$ cat src/rtl/key_pkg.sv
// key_pkg: shared default constants and helpers for the key debounce slice.
package key_pkg;

    localparam int unsigned KEY_DEB_CNT_DEFAULT  = 500_000;
    localparam int unsigned KEY_LONG_CNT_DEFAULT = 50_000_000;
    localparam int unsigned KEY_NUM_DEFAULT      = 4;

    // Bit width of a counter that must represent every value 0..max_val.
    function automatic int unsigned key_cnt_width(input int unsigned max_val);
        return $clog2(max_val + 1);
    endfunction

endpackage

$ cat src/rtl/key_debounce_ch.sv
// key_debounce_ch: one key channel -- 2-flop synchroniser, debounce counter,
// debounced level with press/release pulses, and (when KEY_LONG_PRESS_EN is
// defined) a saturating long-press counter with a one-shot key_long pulse.
module key_debounce_ch
    import key_pkg::*;
#(
    parameter int unsigned CNT_MAX    = KEY_DEB_CNT_DEFAULT,
    parameter int unsigned LONG_MAX   = KEY_LONG_CNT_DEFAULT,
    parameter int unsigned ACTIVE_LOW = 1
) (
    input  logic i_clk,
    input  logic i_rst,
    input  logic i_key,
    output logic o_state,
    output logic o_press,
    output logic o_release,
    output logic o_long
);

    localparam int unsigned   CW         = key_cnt_width(CNT_MAX);
    localparam logic [CW-1:0] C_DEB_LAST = CW'(CNT_MAX - 1);
    // Raw pin level of a released key.
    localparam logic          C_IDLE_PIN = (ACTIVE_LOW != 0);

    logic          r_sync1;
    logic          r_sync2;
    logic          r_state;
    logic          r_press;
    logic          r_release;
    logic [CW-1:0] r_deb_cnt;

    logic w_level;
    logic w_differs;
    logic w_toggle;

    assign w_level   = r_sync2 ^ C_IDLE_PIN;
    assign w_differs = (w_level != r_state);
    assign w_toggle  = w_differs && (r_deb_cnt == C_DEB_LAST);

    // Synchroniser, preloaded with the released level so reset never looks like a press.
    always_ff @(posedge i_clk) begin
        if (i_rst) begin
            r_sync1 <= C_IDLE_PIN;
            r_sync2 <= C_IDLE_PIN;
        end else begin
            r_sync1 <= i_key;
            r_sync2 <= r_sync1;
        end
    end

    // Debounce: count consecutive mismatches; flip the level and pulse on the last one.
    always_ff @(posedge i_clk) begin
        if (i_rst) begin
            r_deb_cnt <= '0;
            r_state   <= 1'b0;
            r_press   <= 1'b0;
            r_release <= 1'b0;
        end else begin
            r_press   <= w_toggle && !r_state;
            r_release <= w_toggle &&  r_state;
            if (w_toggle) begin
                r_state   <= !r_state;
                r_deb_cnt <= '0;
            end else if (w_differs) begin
                r_deb_cnt <= r_deb_cnt + CW'(1);
            end else begin
                r_deb_cnt <= '0;
            end
        end
    end

    assign o_state   = r_state;
    assign o_press   = r_press;
    assign o_release = r_release;

`ifdef KEY_LONG_PRESS_EN
    localparam int unsigned   LW          = key_cnt_width(LONG_MAX);
    localparam logic [LW-1:0] C_LONG_MAX  = LW'(LONG_MAX);
    localparam logic [LW-1:0] C_LONG_LAST = LW'(LONG_MAX - 1);

    logic [LW-1:0] r_long_cnt;
    logic          r_long;

    // Long-press counter: runs while pressed, saturates at the threshold, clears on release.
    always_ff @(posedge i_clk) begin
        if (i_rst) begin
            r_long_cnt <= '0;
            r_long     <= 1'b0;
        end else begin
            r_long <= r_state && (r_long_cnt == C_LONG_LAST);
            if (!r_state) begin
                r_long_cnt <= '0;
            end else if (r_long_cnt != C_LONG_MAX) begin
                r_long_cnt <= r_long_cnt + LW'(1);
            end
        end
    end

    assign o_long = r_long;
`else
    assign o_long = 1'b0;
`endif

endmodule

$ cat src/rtl/key_multi_debounce.sv
// key_multi_debounce: NUM_KEYS independent debounced key channels.
// Optional long-press detection is built only when KEY_LONG_PRESS_EN is defined.
module key_multi_debounce
    import key_pkg::*;
#(
    parameter int unsigned NUM_KEYS   = KEY_NUM_DEFAULT,
    parameter int unsigned CNT_MAX    = KEY_DEB_CNT_DEFAULT,
    parameter int unsigned LONG_MAX   = KEY_LONG_CNT_DEFAULT,
    parameter int unsigned ACTIVE_LOW = 1
) (
    input  logic                clk,
    input  logic                rst,
    input  logic [NUM_KEYS-1:0] key_in,
    output logic [NUM_KEYS-1:0] key_state,
    output logic [NUM_KEYS-1:0] key_press,
    output logic [NUM_KEYS-1:0] key_release,
    output logic [NUM_KEYS-1:0] key_long
);

    // One self-contained channel per key pin.
    for (genvar g = 0; g < NUM_KEYS; g++) begin : g_ch
        key_debounce_ch #(
            .CNT_MAX    (CNT_MAX),
            .LONG_MAX   (LONG_MAX),
            .ACTIVE_LOW (ACTIVE_LOW)
        ) u_ch (
            .i_clk     (clk),
            .i_rst     (rst),
            .i_key     (key_in[g]),
            .o_state   (key_state[g]),
            .o_press   (key_press[g]),
            .o_release (key_release[g]),
            .o_long    (key_long[g])
        );
    end

endmodule

$ cat config.mk
export PLATFORM = sky130hd
export DESIGN_NAME = key_multi_debounce
export DESIGN_NICKNAME = d
export VERILOG_FILES = /design/src/rtl/key_pkg.sv /design/src/rtl/key_debounce_ch.sv /design/src/rtl/key_multi_debounce.sv
export SDC_FILE = /design/constraint.sdc
export NUM_CORES = 1
export LEC_CHECK = 0
export CORE_ASPECT_RATIO = 1.4
export CORE_MARGIN = 2
export CORE_UTILIZATION = 40
export CTS_CLUSTER_DIAMETER = 120
export DETAILED_ROUTE_END_ITERATION = 16
export GPL_ROUTABILITY_DRIVEN = 0
export HOLD_SLACK_MARGIN = 0.03
export PLACE_DENSITY = 0.65
export REMOVE_ABC_BUFFERS = 1
export SLEW_MARGIN = 20
export SYNTH_ARGS = -nofsm -noshare
export SYNTH_HDL_FRONTEND = slang
export SYNTH_SLANG_ARGS = --single-unit
$ cat constraint.sdc
create_clock -name clk -period 2.6 [get_ports clk]
set_clock_uncertainty 0.15 [all_clocks]
set_input_delay 0.65 -clock clk [delete_from_list [all_inputs] [get_ports clk]]
set_output_delay 0.65 -clock clk [all_outputs]
set_load 0.01 [all_outputs]
==> out/results.tsv, run 1 <==
metric	value	unit
outcome	finished clean	
grtUsageTotal	13.9	%
syn-instance-count	463	
hold_class	flip-flop to flip-flop	
ys_ff_latch	96	
fin_crit	2.36	ns
worst_ir_drop_vdd	0.000334	V
synth-compound-area-share	7.63	%
power.density	587	nW/um2
drv_slew	0	
layout-drive-gt1-share	8.26	%
syn2layout_area_growth	10.9	%
port_buffers	17	
async_flop_share	0	%
drt_iter0_drc	84	
synth.avg_cell_area	9.07	um2
start_kind	flip-flop	
dpl_cell_area	4380	um2
hpwlAfterDp	5230	um
cp_max_fo	17	
worstSetupEndpointType	flip-flop	
firstDrtPassIters	5	
drv_cap	0	
p_leak	1.41	nW
path_class	flip-flop to flip-flop	
rsz0062_at_grt	false	
rows	44	
insertion_delay	0.33	ns
fin_crit_sh	90.8	%
final_common_cell	dfxtp_1	
placedCellCount	595	
finalSetupTns	0	ns
cts_tree	built	
synth_mux_area_share	0	%
antenna_found_initial	0	
ys_warn_count	0	
synth_top_family_by_area	simple AND/OR/NAND/NOR gates	
yosysSeqAreaShare	45.8	%
required	2.65	ns
synthAdderAreaFrac	1.19	%
synth_xor_area_share	10.6	%
grt_start_max_net_pins	18	
antennaDiodeCount	0	
finish.net_count	478	
arrival	2.41	ns
grt-ovfl-total	0	
grt_pass1_vias	2982	
clk_pin_slew_worst_paths	0.06	ns
setup_viol	0	
ioPinCount	22	
netlist_area	4200	um2
synth_cell_types	44	
relSlewSlack	63.0	%
synth_edf_count	0	
fmaxAchievable	424	MHz
hold_violations	0	
core_area	10300	um2
synth_flop_cell	dfxtp_1	
grt_pass1_wl	13200	um
synth-simple-area-share	29.0	%
ant_nets	0	
dieArea	11300	um2
ctsRootBufferMaster	clkbuf_16	
vias	3163	
wirelength	7450	um
final_cell_mix	96 x dfxtp_1, 59 x nor2_1, 27 x xnor2_1	
vias_per_cell	5.19	
clockBufferDepth	2	
ctsHoldBuffers	0	
clkSinkCount	96	
cts_setup_buffers	0	
routedWlPerCell	12.2	um
final_cells	610	
cts_buffers	9	
die_y	125	um
drc	0	
cts_resized	0	
finish.instance_area	4660	um2
start_util	40.8	%
die_w	90.6	um
htree_levels	3	
worstMarginPinSlew	0.554	ns
cells in the mapped netlist (3+ instances only):
master | count | area share (%)
dfxtp_1 | 96 | 46
nor2_1 | 59 | 5.3
xnor2_1 | 27 | 5.6
nand3_1 | 26 | 3.1
a21oi_1 | 24 | 2.9
xor2_1 | 24 | 5.0
nand2_1 | 23 | 2.1
buf_4 | 21 | 3.8
nand4_1 | 16 | 2.4
inv_1 | 12 | 1.1
or3_1 | 12 | 1.8
or4_1 | 12 | 2.1
o21ai_0 | 11 | 1.3
o31ai_1 | 10 | 1.8
nor3_1 | 8 | 0.95
nor4_1 | 8 | 1.2
or2_2 | 8 | 1.2
and3_1 | 6 | 0.89
and4_1 | 5 | 1.0
buf_2 | 5 | 0.60
a21o_1 | 4 | 0.71
and2_1 | 4 | 0.60
ha_1 | 4 | 1.2
nand2b_1 | 4 | 0.60
or4b_2 | 4 | 0.95
and4b_1 | 3 | 0.71
clkbuf_1 | 3 | 0.27
nor3b_1 | 3 | 0.54
or3_2 | 3 | 0.54
sequential cells by signal, indices dropped and copies added (netlist names):
name and flops:
g_ch.u_ch.o_press 4, g_ch.u_ch.r_sync1 4, g_ch.u_ch.r_deb_cnt 76, g_ch.u_ch.o_release 4, g_ch.u_ch.o_state 4, g_ch.u_ch.r_sync2 4
layer usage:
layer | vias up | part of all wire, % | global-route usage [%]
li1 | 1617 | - | -
met1 | 1491 | 46 | 16.7
met2 | 44 | 49 | 23.0
met3 | 11 | 3.6 | 3.80
met4 | 0 | 1.6 | 6.70
met5 | - | 0 | 0
cell families after synthesis:
group | Yosys count
compound gates | 54
xor+xnor | 51
fa+ha+maj | 4
buf+inv | 41
flops | 96
other cells | 1
simple gates | 216
through the flow:
| step | worst slack [ns] | total power, mW | util (%) | hold slack, ns |
|---|---|---|---|---|
| after floorplan | 0.571 | 1.54 | - | 0.239 |
| after global placement | 0.203 | 1.55 | 42.6 | 0.249 |
| after detailed placement | 0.146 | 1.55 | 42.6 | 0.251 |
| after CTS | 0.220 | 2.77 | 45.2 | 0.266 |
| after global routing | 0.0423 | 2.83 | 45.2 | 0.278 |
| final | 0.240 | 2.73 | 45.2 | 0.267 |
critical path: stages (launching register included):
cell	delay, ns
dfxtp_1	0.35
or4b_2	0.67
nor4_1	0.41
a21o_1	0.54
nor2_1	0.11
report_power, final:
part	switching, mW	internal [mW]	total [mW]
registers	0.00465	1.48	1.48
logic	0.0200	0.0167	0.0367
clock network	0.518	0.696	1.21
total	0.543	2.19	2.73
path summary, 6_finish.rpt:
| path | startpoint | end | slack (ns) | cells after the start |
|---|---|---|---|---|
| setup reg to reg | g_ch[2].u_ch.r_deb_cnt[5] | g_ch[2].u_ch.r_deb_cnt[8] | 0.24 | 4 |
| hold reg to reg | g_ch[3].u_ch.r_sync1 | g_ch[3].u_ch.r_sync2 | 0.27 | 1 |
| hold / removal | g_ch[3].u_ch.r_sync1 | g_ch[3].u_ch.r_sync2 | 0.27 | 1 |
| setup / recovery | g_ch[2].u_ch.r_deb_cnt[5] | g_ch[2].u_ch.r_deb_cnt[8] | 0.24 | 4 |
cell type report:
class                   count  area (um2)
fillers                  1001        5640
clock buffers              13         260
repair buffers             20         193
flip-flops and latches     96        1920
inverters                  12        45.0
multi-input cells         329        2050
well taps                 138         173
clock inverters             2        15.0
Note: power is estimated with default switching activity, not from simulation.
==> inputs of run 2 (changes only) <==
- ABC_AREA: default -> 1
==> out/results.tsv, run 2 <==
metric	value	unit
die_w	96.0	um
ioPinCount	22	
die_y	133	um
ys_warn_count	0	
core_area	11700	um2
cts_tree	built	
clockBufferDepth	2	
power.density	543	nW/um2
synth_edf_count	0	
grt-ovfl-total	0	
start_kind	flip-flop	
synth_cell_types	29	
pre_cts_ws	0.484	ns
insertion_delay	0.34	ns
vias_per_cell	4.72	
synth_flop_cell	dfxtp_1	
wirelength	9220	um
hold_class	flip-flop to flip-flop	
port_buffers	17	
fin_crit_sh	82.7	%
rows	47	
cp_max_fo	6	
cts_resized	0	
grtUsageTotal	16.1	%
synth_top_family_by_area	simple AND/OR/NAND/NOR gates	
fmaxAchievable	465	MHz
clkPwrFrac	46.5	%
syn-instance-count	679	
multi_input_area	2400	um2
drc	0	
hold_violations	0	
grt_start_max_net_pins	20	
crit_buf_inv	1	
p_leak	1.69	nW
final_cell_mix	161 x nor2_1, 157 x nand2_1, 96 x dfxtp_1	
regMostFlops	g_ch.u_ch.r_deb_cnt	
largest_register_ffs	76	
ctsRootBufferMaster	clkbuf_16	
clkSinkCount	96	
yosys-top-cells-count	161 x nor2_1, 157 x nand2_1, 96 x dfxtp_1	
finalPower	2.85	mW
setup_ws	0.449	ns
arrival	1.35	ns
p_sw	0.597	mW
swShare	21.0	%
async_flop_share	0	%
finish.instance_area	5240	um2
vias	3972	
fin_crit	2.15	ns
cpPeakStageDelay	0.58	ns
synth.top_cell.area_share	40.6	%
synth-simple-area-share	39.6	%
path_delay_family	buffers and inverters	
dpl_cell_area	4940	um2
htree_levels	3	
netlist_area	4740	um2
ant_nets	0	
seq_area	1920	um2
seqPwrFrac	52.0	%
cp_slowest_cell	clkdlybuf4s50_1	
synth.avg_cell_area	6.98	um2
nFillCells	1207	
yosysSeqAreaShare	40.6	%
layout-drive-gt1-share	7.48	%
drv_slew	0	
synth_xor_area_share	6.10	%
ys_ff_latch	96	
synthAdderAreaFrac	1.06	%
path_class	flip-flop to output port	
comb_power_share	1.5	%
synth-compound-area-share	3.59	%
grt_pass1_wl	16600	um
ctsHoldBuffers	0	
rrSetupSlack	0.92	ns
worstSetupEndpointType	output port	
grt_pass1_vias	4006	
antennaDiodeCount	0	
syn2layout_area_growth	10.7	%
firstDrtPassIters	5	
clk_pin_slew_worst_paths	0.07	ns
yosysTopAreaCell	dfxtp_1	
setup_viol	0	
final_common_cell	nor2_1	
rsz0062_at_grt	false	
antenna_found_initial	0	
required	1.80	ns
worst_ir_drop_vdd	0.000307	V
outcome	finished clean	
cts_setup_buffers	0	
cp_cell_sequence	clkdlybuf4s50_1	
hpwlAfterDp	6920	um
drt_iter0_drc	203	
cts_buffers	9	
ys_top_cells_by_area	dfxtp_1 41%, nor2_1 13%, nand2_1 12%	
routedWlPerCell	11.0	um
synth.most_common_cell	nor2_1	
synth_mux_area_share	0	%
finalSetupTns	0	ns
dieArea	12700	um2
p_int	2.25	mW
start_util	40.5	%
finish.net_count	700	
drv_cap	0	
==> run 2: cell count changes after synthesis, sizes merged, moves of 13 or more <==
cell and delta:
nand2 +140, xnor2 -16, or3 -15, or4 -13, inv +56, nand3 +23
nor2 +110
==> run 2: logic make-up after synthesis <==
group	after synthesis
other cells	1
flops	96
xor+xnor	33
simple gates	423
fa+ha+maj	4
compound gates	33
buf+inv	89
==> run 2: cell type report <==
type | count | share of cell area, %
Sequential cell | 96 | 36.7
Clock buffer | 9 | 4.30
Tap cell | 147 | 3.51
Clock inverter | 7 | 1.46
Multi-Input combinational cell | 497 | 45.8
Inverter | 68 | 4.87
Timing Repair Buffer | 18 | 3.39
==> run 2: metrics by stage <==
step | hold WS [ns] | util (%) | instances
floorplan | 0.239 | - | 661
global placement | 0.243 | 42.2 | 826
detailed placement | 0.248 | 42.2 | 826
CTS | 0.264 | 44.8 | 842
global route | 0.284 | 44.8 | 842
finish | 0.260 | 44.8 | 842
==> run 2: worst paths after layout <==
path	from	depth (start not counted)	to
max	g_ch[1].u_ch.o_state	1	key_state[1]
min	g_ch[0].u_ch.r_sync1	1	g_ch[0].u_ch.r_sync2
max reg2reg	g_ch[2].u_ch.r_deb_cnt[0]	8	g_ch[2].u_ch.r_deb_cnt[14]
min reg2reg	g_ch[0].u_ch.r_sync1	1	g_ch[0].u_ch.r_sync2
==> run 2: per-layer routing <==
metal / track usage, % / up-vias / routed length (um)
met5: 0 / - / 0
met4: 7.54 / 0 / 140
met3: 3.08 / 12 / 209
met2: 27.9 / 39 / 4670
met1: 18.5 / 1802 / 4200
li1: - / 2119 / -
==> run 2: power by group through the flow <==
stage	sequential, mW	combinational [mW]	clock, mW
after floorplan	1.51	0.0249	0
after global placement	1.51	0.0419	0
after detailed placement	1.51	0.0426	0
after CTS	1.48	0.0429	1.37
after global routing	1.48	0.0487	1.42
final	1.48	0.0423	1.32
==> inputs of run 3 (changes only) <==
- clock period: 2.6 -> 2 ns (I/O delays scaled with it)
==> out/results.tsv, run 3 (synthesis results as in run 2) <==
metric	value	unit
worstSetupEndpointType	output port	
drc	0	
ctsRootBufferMaster	clkbuf_16	
p_leak	1.70	nW
rows	47	
cp_slowest_cell	clkdlybuf4s50_1	
grt_start_max_net_pins	20	
routedWlPerCell	11.1	um
drv_cap	0	
cts_buffers	9	
regMostFlops	g_ch.u_ch.r_deb_cnt	
die_w	96.0	um
die_y	133	um
final_cell_mix	161 x nor2_1, 157 x nand2_1, 93 x dfxtp_1	
required	1.35	ns
seq_area	1930	um2
grt_pass1_vias	3868	
path_delay_family	buffers and inverters	
cp_cell_sequence	clkdlybuf4s50_1	
vias	4060	
hpwlAfterDp	7080	um
syn2layout_area_growth	11.1	%
core_area	11700	um2
vias_per_cell	4.80	
worst_ir_drop_vdd	0.000378	V
path_class	flip-flop to output port	
ctsHoldBuffers	0	
placedCellCount	829	
final_common_cell	nor2_1	
fin_crit_sh	96.5	%
port_buffers	17	
start_kind	flip-flop	
grt-ovfl-total	0	
clockBufferDepth	2	
antennaDiodeCount	0	
final_cells	845	
htree_levels	3	
crit_buf_inv	1	
wirelength	9350	um
outcome	finished clean	
clkSinkCount	96	
ioPinCount	22	
start_util	40.5	%
hold_violations	0	
antenna_found_initial	0	
grt_pass1_wl	16300	um
firstDrtPassIters	4	
largest_register_ffs	76	
power.density	691	nW/um2
grtUsageTotal	16.0	%
fin_crit	1.93	ns
layout-drive-gt1-share	8.31	%
finish.net_count	703	
dieArea	12700	um2
nFillCells	1210	
drv_slew	0	
multi_input_area	2400	um2
drt_iter0_drc	141	
arrival	1.28	ns
fmaxAchievable	518	MHz
cp_max_fo	6	
rsz0062_at_grt	false	
setup_viol	0	
ant_nets	0	
cts_tree	built	
finalSetupTns	0	ns
cpPeakStageDelay	0.56	ns
insertion_delay	0.35	ns
hold_class	flip-flop to flip-flop	
clk_pin_slew_worst_paths	0.07	ns
[run 3: changes by cell type in the layout (fill, tap and decap cells not counted), sizes merged]
| cell | change |
|---|---|
| clkinvlp | +1 |
| clkinv | -1 |
| inv | +1 |
| bufinv | -1 |
| clkdlybuf4s50 | -1 |
| dlygate4sd2 | +1 |
| buf | +3 |
[run 3: worst paths after layout]
check | startpoint | endpoint | slack [ns] | cells after the start
setup / recovery | g_ch[1].u_ch.o_state | key_state[1] | 0.07 | 1
hold / removal | g_ch[3].u_ch.r_sync1 | g_ch[3].u_ch.r_sync2 | 0.26 | 1
setup reg to reg | g_ch[3].u_ch.r_deb_cnt[0] | g_ch[3].u_ch.r_deb_cnt[15] | 0.34 | 6
hold reg to reg | g_ch[3].u_ch.r_sync1 | g_ch[3].u_ch.r_sync2 | 0.26 | 1
[run 3: report_power, final]
group	internal, mW	total [mW]	leakage [nW]	switching (mW)
registers	1.92	1.93	0.777	0.00514
clock network	0.867	1.65	0.135	0.787
logic	0.0273	0.0617	0.790	0.0344
total	2.81	3.64	1.70	0.826
[run 3: layer usage]
layer,vias to the layer above,share of wire (%),GRT usage (%)
li1,2126,-,-
met1,1857,44,18.7
met2,59,51,27.4
met3,18,3.1,3.76
met4,0,2.3,6.51
met5,-,0,0
[run 3: timing repair]
action                                  4_1_cts  5_1_grt
setup buffers                                 0        0
gates resized for setup                       4        0
endpoints found under the setup margin        4        0
[run 3: area by class of cell]
type	instances	area share, %
clock inverters	7	1.16
well taps	147	3.49
multi-input cells	497	45.6
inverters	68	4.85
clock buffers	9	4.28
repair buffers	21	4.02
flip-flops and latches	96	36.6
[run 3: through the flow]
| step | area, um2 | setup slack (ns) | power [mW] | util (%) | hold slack (ns) |
|---|---|---|---|---|---|
| after floorplan | 4580 | 0.536 | 2.00 | - | 0.239 |
| after global placement | 4980 | 0.0781 | 2.03 | 42.5 | 0.244 |
| after detailed placement | 4980 | 0.0185 | 2.03 | 42.5 | 0.254 |
| after CTS | 5270 | 0.0541 | 3.69 | 45.0 | 0.265 |
| after global routing | 5270 | 0.0195 | 3.77 | 45.0 | 0.273 |
| final | 5270 | 0.0696 | 3.64 | 45.0 | 0.262 |
